[src/rtl/strela_pkg.sv]
// strela_pkg -- shared types and constants for the output memory node.
//
// Contents:
//   OMN_FIFO_DEPTH       entries in the write-data FIFO
//   OMN_MAX_OUTSTANDING  max OBI writes granted but not yet answered
//   OMN_OUT_W            width of the outstanding-write counter
//   omn_state_e          node FSM states
//   obi_req_t            OBI master request bundle
//   obi_resp_t           OBI response bundle (write-only node: handshake only)
//   eff_stride()         maps a zero stride to one word (4 bytes)
package strela_pkg;

   localparam int OMN_FIFO_DEPTH      = 4;
   localparam int OMN_MAX_OUTSTANDING = 4;
   localparam int OMN_OUT_W           = $clog2(OMN_MAX_OUTSTANDING + 1);

   typedef enum logic [1:0] {
      S_IDLE,
      S_MREQ,
      S_FLUSH,
      S_DONE
   } omn_state_e;

   typedef struct packed {
      logic        req;
      logic        we;
      logic [3:0]  be;
      logic [31:0] addr;
      logic [31:0] wdata;
   } obi_req_t;

   typedef struct packed {
      logic gnt;
      logic rvalid;
   } obi_resp_t;

   // A zero stride would write every word to the same address; treat it
   // as a packed word stream instead.
   function automatic logic [15:0] eff_stride(input logic [15:0] stride);
      return (stride == 16'h0) ? 16'd4 : stride;
   endfunction

endpackage

[src/rtl/fifo_v3.sv]
// fifo_v3 -- synchronous first-word-registered FIFO.
//
// Ports:
//   clk_i    clock, rising edge
//   rst_ni   asynchronous reset, active low
//   flush_i  synchronous clear of all entries
//   full_o   no room for a push
//   empty_o  nothing to pop
//   data_i   push data
//   push_i   push request (ignored while full)
//   data_o   head entry (valid while !empty_o)
//   pop_i    pop request (ignored while empty)
module fifo_v3 #(
   parameter int unsigned DATA_WIDTH = 32,
   parameter int unsigned DEPTH      = 8
) (
   input  logic                  clk_i,
   input  logic                  rst_ni,
   input  logic                  flush_i,
   output logic                  full_o,
   output logic                  empty_o,
   input  logic [DATA_WIDTH-1:0] data_i,
   input  logic                  push_i,
   output logic [DATA_WIDTH-1:0] data_o,
   input  logic                  pop_i
);

   localparam int unsigned ADDR_DEPTH = (DEPTH > 1) ? $clog2(DEPTH) : 1;

   logic [DATA_WIDTH-1:0] mem [DEPTH];
   logic [ADDR_DEPTH-1:0] rptr, wptr;
   logic [ADDR_DEPTH:0]   cnt;
   logic                  push_ok, pop_ok;

   // Pointers wrap explicitly so non-power-of-two depths work too.
   function automatic logic [ADDR_DEPTH-1:0] ptr_inc(input logic [ADDR_DEPTH-1:0] p);
      return (p == ADDR_DEPTH'(DEPTH - 1)) ? '0 : p + ADDR_DEPTH'(1);
   endfunction

   assign full_o  = (cnt == (ADDR_DEPTH + 1)'(DEPTH));
   assign empty_o = (cnt == '0);
   assign push_ok = push_i & ~full_o;
   assign pop_ok  = pop_i & ~empty_o;
   assign data_o  = mem[rptr];

   always_ff @(posedge clk_i or negedge rst_ni) begin
      if (!rst_ni) begin
         rptr <= '0;
         wptr <= '0;
         cnt  <= '0;
      end else if (flush_i) begin
         rptr <= '0;
         wptr <= '0;
         cnt  <= '0;
      end else begin
         if (push_ok) wptr <= ptr_inc(wptr);
         if (pop_ok)  rptr <= ptr_inc(rptr);
         case ({push_ok, pop_ok})
            2'b10:   cnt <= cnt + (ADDR_DEPTH + 1)'(1);
            2'b01:   cnt <= cnt - (ADDR_DEPTH + 1)'(1);
            default: cnt <= cnt;
         endcase
      end
   end

   // Storage carries no reset; only the pointers define validity.
   always_ff @(posedge clk_i) begin
      if (push_ok) mem[wptr] <= data_i;
   end

endmodule

[src/rtl/output_memory_node.sv]
// output_memory_node -- drains a fabric data stream into memory over OBI.
//
// Words accepted on din_* are buffered in a small FIFO and written to
// output_addr_i + offset, the offset stepping by the (effective) stride,
// until output_size_i bytes of address space are covered. done_o rises once
// every granted write has been answered and holds until clr_i / rst_i.
//
// Ports:
//   clk_i            clock, rising edge
//   rst_i            synchronous reset, active high
//   clr_i            synchronous clear, same effect as rst_i
//   exec_i           execution phase active
//   output_addr_i    byte base address of the output region
//   output_size_i    region size in bytes (0 = nothing to write)
//   output_stride_i  byte step per word (0 = 4)
//   masters_req_o    OBI write request
//   masters_resp_i   OBI grant / rvalid
//   din_i/din_v_i/din_r_o  fabric data stream (valid/ready)
//   done_o           all writes committed
//   stall_cycles_o   cycles with req high and gnt low
//
// Build option: define OMN_PERF_CNT_EN to build the stall counter;
// otherwise stall_cycles_o is tied to zero.
module output_memory_node
   import strela_pkg::*;
(
   input  logic        clk_i,
   input  logic        rst_i,
   input  logic        clr_i,
   input  logic        exec_i,
   input  logic [31:0] output_addr_i,
   input  logic [15:0] output_size_i,
   input  logic [15:0] output_stride_i,
   output obi_req_t    masters_req_o,
   input  obi_resp_t   masters_resp_i,
   input  logic [31:0] din_i,
   input  logic        din_v_i,
   output logic        din_r_o,
   output logic        done_o,
   output logic [31:0] stall_cycles_o
);

   omn_state_e           state, state_nxt;
   logic                 clear;
   logic [15:0]          stride;
   logic [15:0]          in_offset, wr_offset;
   logic                 in_ovf;
   logic [16:0]          in_sum, wr_sum;
   logic                 last_word;
   logic [OMN_OUT_W-1:0] outstanding, out_nxt;
   logic                 fifo_full, fifo_empty;
   logic [31:0]          fifo_head;
   logic                 accept, req, grant, rvalid;

   assign clear  = rst_i | clr_i;
   assign stride = eff_stride(output_stride_i);
   assign rvalid = masters_resp_i.rvalid;

   // Offsets are 16-bit; the 17th sum bit is the carry, which counts as
   // being past the end of the region.
   assign in_sum    = {1'b0, in_offset} + {1'b0, stride};
   assign wr_sum    = {1'b0, wr_offset} + {1'b0, stride};
   assign last_word = wr_sum[16] | (wr_sum[15:0] >= output_size_i);

   // in_ovf remembers an input-offset carry so a wrapped offset can never
   // look like it is back inside the region.
   assign din_r_o = exec_i & ~fifo_full & (state == S_MREQ) & ~in_ovf
                    & (in_offset < output_size_i);
   assign accept  = din_v_i & din_r_o;

   assign req   = (state == S_MREQ) & ~fifo_empty
                  & (outstanding < OMN_OUT_W'(OMN_MAX_OUTSTANDING));
   assign grant = req & masters_resp_i.gnt;

   always_comb begin
      masters_req_o       = '0;
      masters_req_o.req   = req;
      masters_req_o.we    = 1'b1;
      masters_req_o.be    = 4'b1111;
      masters_req_o.addr  = output_addr_i + {16'h0, wr_offset};
      masters_req_o.wdata = fifo_head;
   end

   assign done_o = (state == S_DONE);

   // Outstanding writes. A response with nothing outstanding belongs to a
   // transaction abandoned by reset and is dropped (saturate at zero).
   always_comb begin
      out_nxt = outstanding;
      if (grant && !rvalid)
         out_nxt = outstanding + OMN_OUT_W'(1);
      else if (!grant && rvalid && (outstanding != '0))
         out_nxt = outstanding - OMN_OUT_W'(1);
   end

   always_comb begin
      state_nxt = state;
      case (state)
         S_IDLE: begin
            if (exec_i)
               state_nxt = (output_size_i != 16'h0) ? S_MREQ : S_DONE;
         end
         S_MREQ: begin
            if (grant && last_word) state_nxt = S_FLUSH;
         end
         // Looking at out_nxt lets done_o rise the cycle after the final
         // response rather than two cycles later.
         S_FLUSH: begin
            if ((out_nxt == '0) && !grant) state_nxt = S_DONE;
         end
         S_DONE:  state_nxt = S_DONE;
         default: state_nxt = S_IDLE;
      endcase
   end

   always_ff @(posedge clk_i) begin
      if (clear) begin
         state       <= S_IDLE;
         in_offset   <= '0;
         in_ovf      <= 1'b0;
         wr_offset   <= '0;
         outstanding <= '0;
      end else begin
         state       <= state_nxt;
         outstanding <= out_nxt;
         if (accept) begin
            in_offset <= in_sum[15:0];
            if (in_sum[16]) in_ovf <= 1'b1;
         end
         if (grant) wr_offset <= wr_sum[15:0];
      end
   end

   // rst_i also drives the FIFO reset so a reset mid-burst drops buffered
   // words; clr_i uses the FIFO's own synchronous flush.
   fifo_v3 #(
      .DATA_WIDTH (32),
      .DEPTH      (OMN_FIFO_DEPTH)
   ) u_fifo (
      .clk_i   (clk_i),
      .rst_ni  (~rst_i),
      .flush_i (clr_i),
      .full_o  (fifo_full),
      .empty_o (fifo_empty),
      .data_i  (din_i),
      .push_i  (accept),
      .data_o  (fifo_head),
      .pop_i   (grant)
   );

`ifdef OMN_PERF_CNT_EN
   logic [31:0] stall_cnt;

   always_ff @(posedge clk_i) begin
      if (clear)
         stall_cnt <= '0;
      else if (req && !masters_resp_i.gnt && (stall_cnt != 32'hFFFF_FFFF))
         stall_cnt <= stall_cnt + 32'd1;
   end

   assign stall_cycles_o = stall_cnt;
`else
   assign stall_cycles_o = 32'h0;
`endif

endmodule

[config.mk]
export PLATFORM = sky130hd
export DESIGN_NAME = output_memory_node
export DESIGN_NICKNAME = d
export VERILOG_FILES = /design/src/rtl/strela_pkg.sv /design/src/rtl/fifo_v3.sv /design/src/rtl/output_memory_node.sv
export SDC_FILE = /design/constraint.sdc
export NUM_CORES = 1
export LEC_CHECK = 0
export ABC_AREA = 1
export BUFFER_PORTS_ARGS = -buffer_cell sky130_fd_sc_hd__buf_2
export CORE_MARGIN = 4
export CORE_UTILIZATION = 25
export DETAILED_ROUTE_END_ITERATION = 8
export GPL_ROUTABILITY_DRIVEN = 0
export PLACE_DENSITY_LB_ADDON = 0.2
export RECOVER_POWER = 50
export SLEW_MARGIN = 0
export SYNTH_ARGS = -nofsm -noshare
export SYNTH_HDL_FRONTEND = slang
export SYNTH_HIERARCHICAL = 1
export SYNTH_SLANG_ARGS = --single-unit
[constraint.sdc]
create_clock -name clk_i -period 6.6 [get_ports clk_i]
set_input_delay 0 -clock clk_i [delete_from_list [all_inputs] [get_ports clk_i]]
set_output_delay 0 -clock clk_i [all_outputs]
set_load 0.1 [all_outputs]
# Yosys cells after proc, flatten, opt, wreduce, memory -nomap -nowiden
# Memories as Yosys holds them, arrays and structs flattened.
# Index checks and enable logic that the tools add are counted.
# word_totals
reg_bits	45
ram_bits	128
input_bits	103
output_inout_bits	104
elab_cells	83
memories	1
# mem_list
name	depth	word_bits	rd	rd_ports_with_merged_regs	wr	line_no	text
u_fifo.mem	4	32	1	0	1	fifo_v3.sv:30	logic [DATA_WIDTH-1:0] mem [DEPTH];
# op_classes
add_sub_neg	9
n_lt_le_gt_ge	3
n_eq_ne	11
mux	18
bitwise_logic	15
n_reduce_logical	18
# op_table
cell	count
$add 16x16->17	2
$add 32x16->32	1
$mux 2	10
$ge 16x16->1	1
$logic_not 16->1	1
$lt 16x16->1	1
$mux 16	1
$reduce_bool 16->1	1
$and 1x1->1	10
$eq 2x2->1 const B	5
$mux 3	3
$pmux 2 s4	1
$add 3x1->3 const B	2
$logic_not 3->1	2
$pmux 3 s2	1
$reduce_bool 3->1	2
$sub 3x1->3 const B	2
$logic_and 1x1->1	5
$add 2x1->2 const B	2
$eq 2x1->1 const B	2
$ne 2x2->1 const B	2
$reduce_bool 2->1	2
$eq 3x3->1 const B	1
$lt 3x3->1 const B	1
8 further kinds	13

# Longest topological paths before layout
# Gate-level depths: netlist (run 1).
# depth
depth_word	14
depth_mapped	29
mapped_depth_nobuf	29

# Modules after synthesis
# The synthesis (run 1) kept the hierarchy.
# modules_own_cells
module	n_inst	cells_each	area_per_inst_um2	seq_area_each_um2
output_memory_node	1	966	5929.4	760.7
fifo_v3	1	376	5240.0	4018.9

# Least setup slack after synthesis (run 1)
# No wires, ideal clock.
# synth_path
path_kind	reg2reg
start	register in_offset[11]
end	memory u_fifo.mem[0][0], enable pin
setup_ns	0.421
arrival_time_ns	2.863
required_time_ns	6.179
path_slack_ns	3.315
stages_incl_launch_ff	10
n_path_buf	1
synth_period_minus_slack_ns	3.285
path_cell_list	dfxtp_1 ha_1 a21oi_1 o21ai_0 a21oi_1 nand4_2 inv_2 buf_6 nand2_2 nor2_1
# synth_between
elab_chain_cells	6
# synth_rtl
element	line_no	text
start: declaration	output_memory_node.sv:46	logic [15:0] in_offset, wr_offset;
start signal: assignment	output_memory_node.sv:127	in_offset <= in_sum[15:0];
$lt 16x16->1	output_memory_node.sv:68	& (in_offset < output_size_i);
$and 1x1->1	output_memory_node.sv:68	
$and 1x1->1	output_memory_node.sv:69	assign accept = din_v_i & din_r_o;
via accept	output_memory_node.sv:53	logic accept, req, grant, rvalid;
$and 1x1->1	fifo_v3.sv:42	assign push_ok = push_i & ~full_o;
$mux 1	fifo_v3.sv:68	if (push_ok) mem[wptr] <= data_i;
$mux 1 (implied by the code)	fifo_v3.sv:68	
end: declaration	fifo_v3.sv:30	
# The timed path passes the listed nets, and every way through them passes these cells.

==> results by group, run 1 <==
STA
  – Worst-margin pin slew: 2.81 ns
  – Unrepaired setup endpoints after global routing: false
  – Final Hold Fails: 0
  – Count of pins over their slew limit: 65
  – Clk_skew: 0.0226 ns
  – Tmin final: ~4.4 ns
  – Max Freq: 226 MHz
  – Period utilisation layout: 67.0%
  – TNS Setup: 0 ns
  – Final setup viols: 0
  – Relative slew slack: -87.1%
  – Min setup slack post-route: 2.18 ns

Floorplanning
  – FP Rows: 77
  – Initial Util: 25.3%
  – Core Area: 44200 um2
  – Die ar.: a little under 50000 um2
  – IO Pins: 207
  – Die W: 219 um
  – Die height: 219 um

Global routing
  – Gr ovfl total: 0
  – First-pass GRT wire length: 50.0 mm
  – Vias in the first global route: between 9000 and 10000
  – GRT Overall Usage: 13.3%
  – Initial antenna violation count: 5
  – Largest net degree at the start of global routing: 65

CTS
  – Total CTS buffers: 17
  – CTS root buf: clkbuf_16
  – H-tree levels: 4
  – Post-CTS Setup Repair Bufs: 0
  – CTS tree: yes
  – Post-CTS resize count: 0
  – Clk buf depth: 2
  – Clk pin slew, worst setup/hold paths: 0.08 ns
  – Clk Latency, worst-skew pair: about 0.44 ns
  – Sink Count: 173

Logic synthesis
  – Compound-cell area share of the yosys netlist: roughly 14%
  – Yosys cell types: approximately 50
  – Mapped Cells: roughly 1300
  – Post-synth EDFFs: 128
  – Yosys warnings: 6
  – Largest family of logic cells by synthesized area: simple AND/OR/NAND/NOR gates
  – Syn Std Cell Area: around 11000 um2
  – Post-synthesis simple-gate area fraction: 20.4%
  – Sequential area share after synthesis: 42.8%
  – Post-synth top flop: edfxtp_1
  – Post-Synth Adder-Cell Area: 9.54%
  – Avg Inst Size Synth: 8.32 um2
  – FFs w/ async S/R, synth: approximately 4%
  – Post-synthesis register bit count: roughly 170
  – Mux cell area share after synthesis: 0%
  – Synth Area in XOR/XNOR: 3.52%

Detailed routing
  – Vias per Instance: 4.42
  – DRT antenna net count: 0
  – Metal3 WL: about 1.8 mm
  – Routed wl met2: 14.8 mm
  – Met1 WL: roughly 15 mm
  – Routed vias: 9455
  – Drt total wl: roughly 32 mm
  – Drt first pass iters: 5
  – Max layer used: met4
  – Initial DRC Count: 678
  – Average wire per cell in the routed design: 15.1 um
  – Number of remaining DRC errors: 0

Hold path
  – Hold EP: outstanding[1]$_SDFF_PP0_
  – Hold path startpoint: masters_resp_i[1]
  – Hold Crit Depth: 4
  – Worst Hold Class: input pin to flop

Setup path
  – Crit path DAT: 4.42 ns
  – Worst Path Required: 6.60 ns
  – Origin of the critical flop-to-flop path: in_offset[11]$_SDFFE_PP0P_
  – Setup Crit Path Kind: flop to primary output
  – RR Endpoint: u_fifo/mem[3][4]$_DFFE_PP_
  – Reg2Reg Depth: 8
  – Worst R2R Setup Slack: between 2 and 3 ns
  – Worst Setup Start Kind: flop
  – CP endpoint kind: primary output
  – Max FO, Critical Path: 64

Flow run
  – Maxcap violations: 1

Layout
  – Finished Cell Area: about 13000 um2
  – P&R area growth vs syn: 19.9%
  – Nets: 1716
  – Core Util, Final: 30.3%
  – Layout cells sized above 1: 12.8%

Power
  – LEAKAGE: 5.88 nW
  – Pwr dens: 203 nW/um2
  – Peak supply drop: about 170 uV

Placed design
  – Post-DP Area: 12500 um2
  – Buffers added on ports: roughly 170
  – Pre-CTS setup slack: 2.83 ns
  – Dpl hpwl: 24.1 mm

Status
  – Status: complete, but fails checks
  – Failing checks: max-capacitance violations, max-slew violations
==> how the worst max path moves through the flow <==
| stage | startpoint | endpoint |
|---|---|---|
| after floorplan | in_offset[11]$_SDFFE_PP0P_ | u_fifo/mem[0][0]$_DFFE_PP_ |
| after global placement | in_offset[9]$_SDFFE_PP0P_ | u_fifo/mem[3][15]$_DFFE_PP_ |
| after detailed placement | in_offset[11]$_SDFFE_PP0P_ | u_fifo/mem[3][20]$_DFFE_PP_ |
| after CTS | in_offset[11]$_SDFFE_PP0P_ | u_fifo/mem[3][4]$_DFFE_PP_ |
| after global routing | u_fifo/rptr[0]$_DFFE_PN0P_ | masters_req_o[11] |
| final | u_fifo/rptr[0]$_DFFE_PN0P_ | masters_req_o[6] |
==> sequential cells by signal (all words and copies together) (netlist names) <==
signal       flops
state            2
u_fifo/rptr      2
u_fifo/wptr      2
wr_offset       16
in_ovf           1
u_fifo/cnt       3
in_offset       16
outstanding      3
u_fifo/mem     128
==> cell families after synthesis <==
logic type	count (synthesis)
compound gates	262
xor+xnor	44
fa+ha+maj	84
buf+inv	249
flops	173
other cells	2
simple gates	528
==> synthesized netlist by cell type (29+ instances only) <==
master	instances	area [um2]
xor2_1	29	254
o22ai_1	32	200
dfxtp_1	38	761
ha_1	82	1030
buf_4	39	293
inv_1	161	604
nand2_1	252	946
nor2_1	143	537
o21ai_0	106	531
a21oi_1	70	350
nand3_1	60	300
edfxtp_1	128	3840
==> per-layer routing <==
layer	vias to the layer above	global-route usage (%)
met5	-	0
met4	0	2.72
met3	23	1.98
met2	196	21.7
met1	4421	18.7
li1	4815	-
==> critical path, stage by stage (launching register included) <==
cell	delay (ns)
dfrtp_2	0.39
clkbuf_1	1.99
o21ai_0	0.34
o22ai_1	0.35
clkbuf_1	0.90
==> where the power goes <==
| group | internal [mW] | total, mW | switching (mW) |
|---|---|---|---|
| Clock | 0.529 | 1.07 | 0.539 |
| Sequential | 1.17 | 1.18 | 0.00553 |
| Combinational | 0.100 | 0.472 | 0.372 |
| Total | 1.80 | 2.72 | 0.916 |
==> layout by cell type (no fill, tap or decap), types with 12 or more instances in the layout <==
master and n:
a21oi_1 70, a21oi_2 15, buf_2 95, clkbuf_1 75, clkbuf_16 17, conb_1 37
dfxtp_1 38, dlygate4sd3_1 36, edfxtp_1 128, ha_1 82, inv_1 161, nand2_1 254
nand2_2 15, nand3_1 61, nand4_1 12, nor2_1 138, nor3_1 13, nor4_1 14
o21ai_0 106, o21bai_1 16, o22ai_1 32, xnor2_1 14, xor2_1 29
==> cell type report <==
type | instances | area, um2
antenna | 7 | 17.5
multi-input combinational | 955 | 5420
timing repair buffer | 212 | 1160
tap | 592 | 741
clock buffer | 17 | 425
sequential | 173 | 4780
fill | 4787 | 30800
inverter | 170 | 638
clock inverter | 15 | 201
==> what timing repair did <==
item	4_1_cts	5_1_grt
setup endpoints to repair	0	0
hold buffers	36	0
hold endpoints to repair	139	0
==> stage by stage <==
step	power, mW	hold WS [ns]	std cells
final	2.72	0.0567	2141
after detailed placement	1.67	0.00744	2066
after floorplan	1.57	-0.197	1377
after global routing	2.84	0.0650	2136
after global placement	1.66	0.0116	2066
after CTS	2.76	0.0336	2134
(Power assumes the default switching activity.)
==> inputs of run 2 (changes only) <==
==> constraint.sdc (replaced) <==
create_clock -name clk_i -period 4.42 [get_ports clk_i]
set_input_delay 0 -clock clk_i [delete_from_list [all_inputs] [get_ports clk_i]]
set_output_delay 0 -clock clk_i [all_outputs]
set_load 0.1 [all_outputs]
==> results by group, run 2 (same netlist as run 1, synthesis figures left out) <==
Detailed routing
  – DRT antenna net count: 0
  – Routed vias: 9461
  – Drt total wl: roughly 33 mm
  – Initial DRC Count: about 590
  – Drt first pass iters: 5
  – Average wire per cell in the routed design: 15.4 um
  – Number of remaining DRC errors: 0
  – Vias per Instance: 4.43

Global routing
  – GRT Overall Usage: 13.6%
  – Met1 Resource Use GR: 18.4%
  – Met2 Use GR: 22.3%
  – Largest net degree at the start of global routing: 67
  – Vias in the first global route: 9229
  – Gr busiest metal: met2
  – First-pass GRT wire length: 50.9 mm
  – Gr ovfl total: 0
  – Initial antenna violation count: 3
  – Met3 Usage GRT: ~3.3%

STA
  – Relative slew slack: between 10% and 20%
  – Worst-margin pin slew: 1.34 ns
  – Final Hold Fails: 0
  – Unrepaired setup endpoints after global routing: false
  – Final setup viols: 0
  – Tmin final: 3.20 ns
  – Count of pins over their slew limit: 0
  – Clk_skew: 0.0152 ns
  – Max Freq: 312 MHz
  – TNS Setup: 0 ns
  – Period utilisation layout: 72.5%

Setup path
  – Max FO, Critical Path: 14
  – Crit path cell chain: ha_1, a21oi_1, o21ai_0, a21oi_1, nand4_2, inv_1, nand2_2, nor2_4, buf_4
  – Worst Path Required: 4.54 ns
  – Crit path DAT: 3.33 ns
  – Worst Setup Start Kind: flop
  – Worst Path Buf+Inv: 2
  – CP max stage cell: inv_1
  – CP endpoint kind: flop
  – Crit path max-delay family: buffers and inverters
  – Setup Crit Path Kind: flop to flop
  – Critical path's largest stage delay: 0.52 ns
  – CP dominant cell by count: a21oi_1

CTS
  – Hold_buf cts: 35
  – Clk buf depth: 2
  – Sink Count: 173
  – Total CTS buffers: 17
  – Clk pin slew, worst setup/hold paths: 0.07 ns
  – H-tree levels: 4
  – Post-CTS Setup Repair Bufs: 0
  – Post-CTS resize count: 0
  – Clk Latency, worst-skew pair: 0.44 ns
  – CTS root buf: clkbuf_16
  – CTS tree: yes

Layout
  – Nets: 1720
  – Max reg flops: 128
  – Reg with most FFs: u_fifo/mem
  – Commonest cells after routing, fill and taps aside: nand2_1 (254), inv_1 (162), nor2_1 (138)
  – Largest regs: u_fifo/mem (128), in_offset (16), wr_offset (16)
  – P&R area growth vs syn: 19.9%
  – Ant diodes: 0
  – Finished Cell Area: between 10000 and 15000 um2
  – Commonest non-fill, non-tap cell in the layout: nand2_1
  – Layout cells sized above 1: between 10% and 20%

Power
  – Pwr dens: 298 nW/um2
  – LEAKAGE: just under 6 nW
  – Peak supply drop: 199 uV

Status
  – Status: finished, final reports clean

Floorplanning
  – FP Rows: 77
  – IO Pins: 207
  – Die W: 219 um
  – Core Area: 44200 um2
  – Die height: 219 um
  – Die ar.: 48100 um2
  – Initial Util: 25.3%

Placed design
  – Post-DP Area: 12500 um2
  – Buffers added on ports: 169
  – Dpl hpwl: roughly 25 mm

Hold path
  – Worst Hold Class: input pin to flop

Flow run
  – Maxcap violations: 0
## run 2: cell type report
type,count,area (um2)
Clock buffer,17,425
Clock inverter,15,173
Fill cell,4776,30800
Inverter,170,638
Multi-Input combinational cell,955,5420
Sequential cell,173,4780
Tap cell,592,741
Timing Repair Buffer,216,1210
## run 2: tightest hold or removal path: stages
cell     delay, ns
buf_2         0.09
a21oi_1       0.06
nand2_1       0.08
nand2_1       0.05
a21oi_1       0.13
## run 2: final timing paths
kind | from | to | slack [ns] | cells past startpoint
hold / removal | exec_i | state[0]$_SDFFE_PP0P_ | 0.02 | 5
setup / recovery | in_offset[15]$_SDFFE_PP0P_ | u_fifo/mem[3][9]$_DFFE_PP_ | 1.22 | 9
setup reg to reg | in_offset[15]$_SDFFE_PP0P_ | u_fifo/mem[3][9]$_DFFE_PP_ | 1.22 | 9
min in group asynchronous | rst_i | u_fifo/rptr[1]$_DFFE_PN0P_ | 0.08 | 3
hold reg to reg | in_offset[0]$_SDFFE_PP0P_ | in_offset[0]$_SDFFE_PP0P_ | 0.50 | 2
max in group asynchronous | rst_i | u_fifo/rptr[0]$_DFFE_PN0P_ | 4.08 | 3
## run 2: per-layer routing
| layer | share of wire [%] | wire, um |
|---|---|---|
| met3 | 4.9 | 1600 |
| met4 | 1.1 | 353 |
| met1 | 47 | 15600 |
| met5 | 0.067 | 22 |
| met2 | 47 | 15400 |
## run 2: where the power goes
part / total, mW / switching (mW) / internal, mW
sequential: 1.76 / 0.00901 / 1.75
clock: 1.52 / 0.718 / 0.806
combinational: 0.708 / 0.557 / 0.151
## run 2: through the flow
stage               cells  power, mW  utilization, %  worst slack [ns]  hold slack (ns)
finish               2138       3.99            30.3              1.22           0.0153
global route         2138       4.19            30.3             0.792           0.0657
CTS                  2138       4.06            30.5              1.22         0.000489
detailed placement   2071       2.49            28.4              1.01          -0.0162
global placement     2071       2.49            28.4              1.03          -0.0167
floorplan            1377       2.35               -              1.14           -0.197
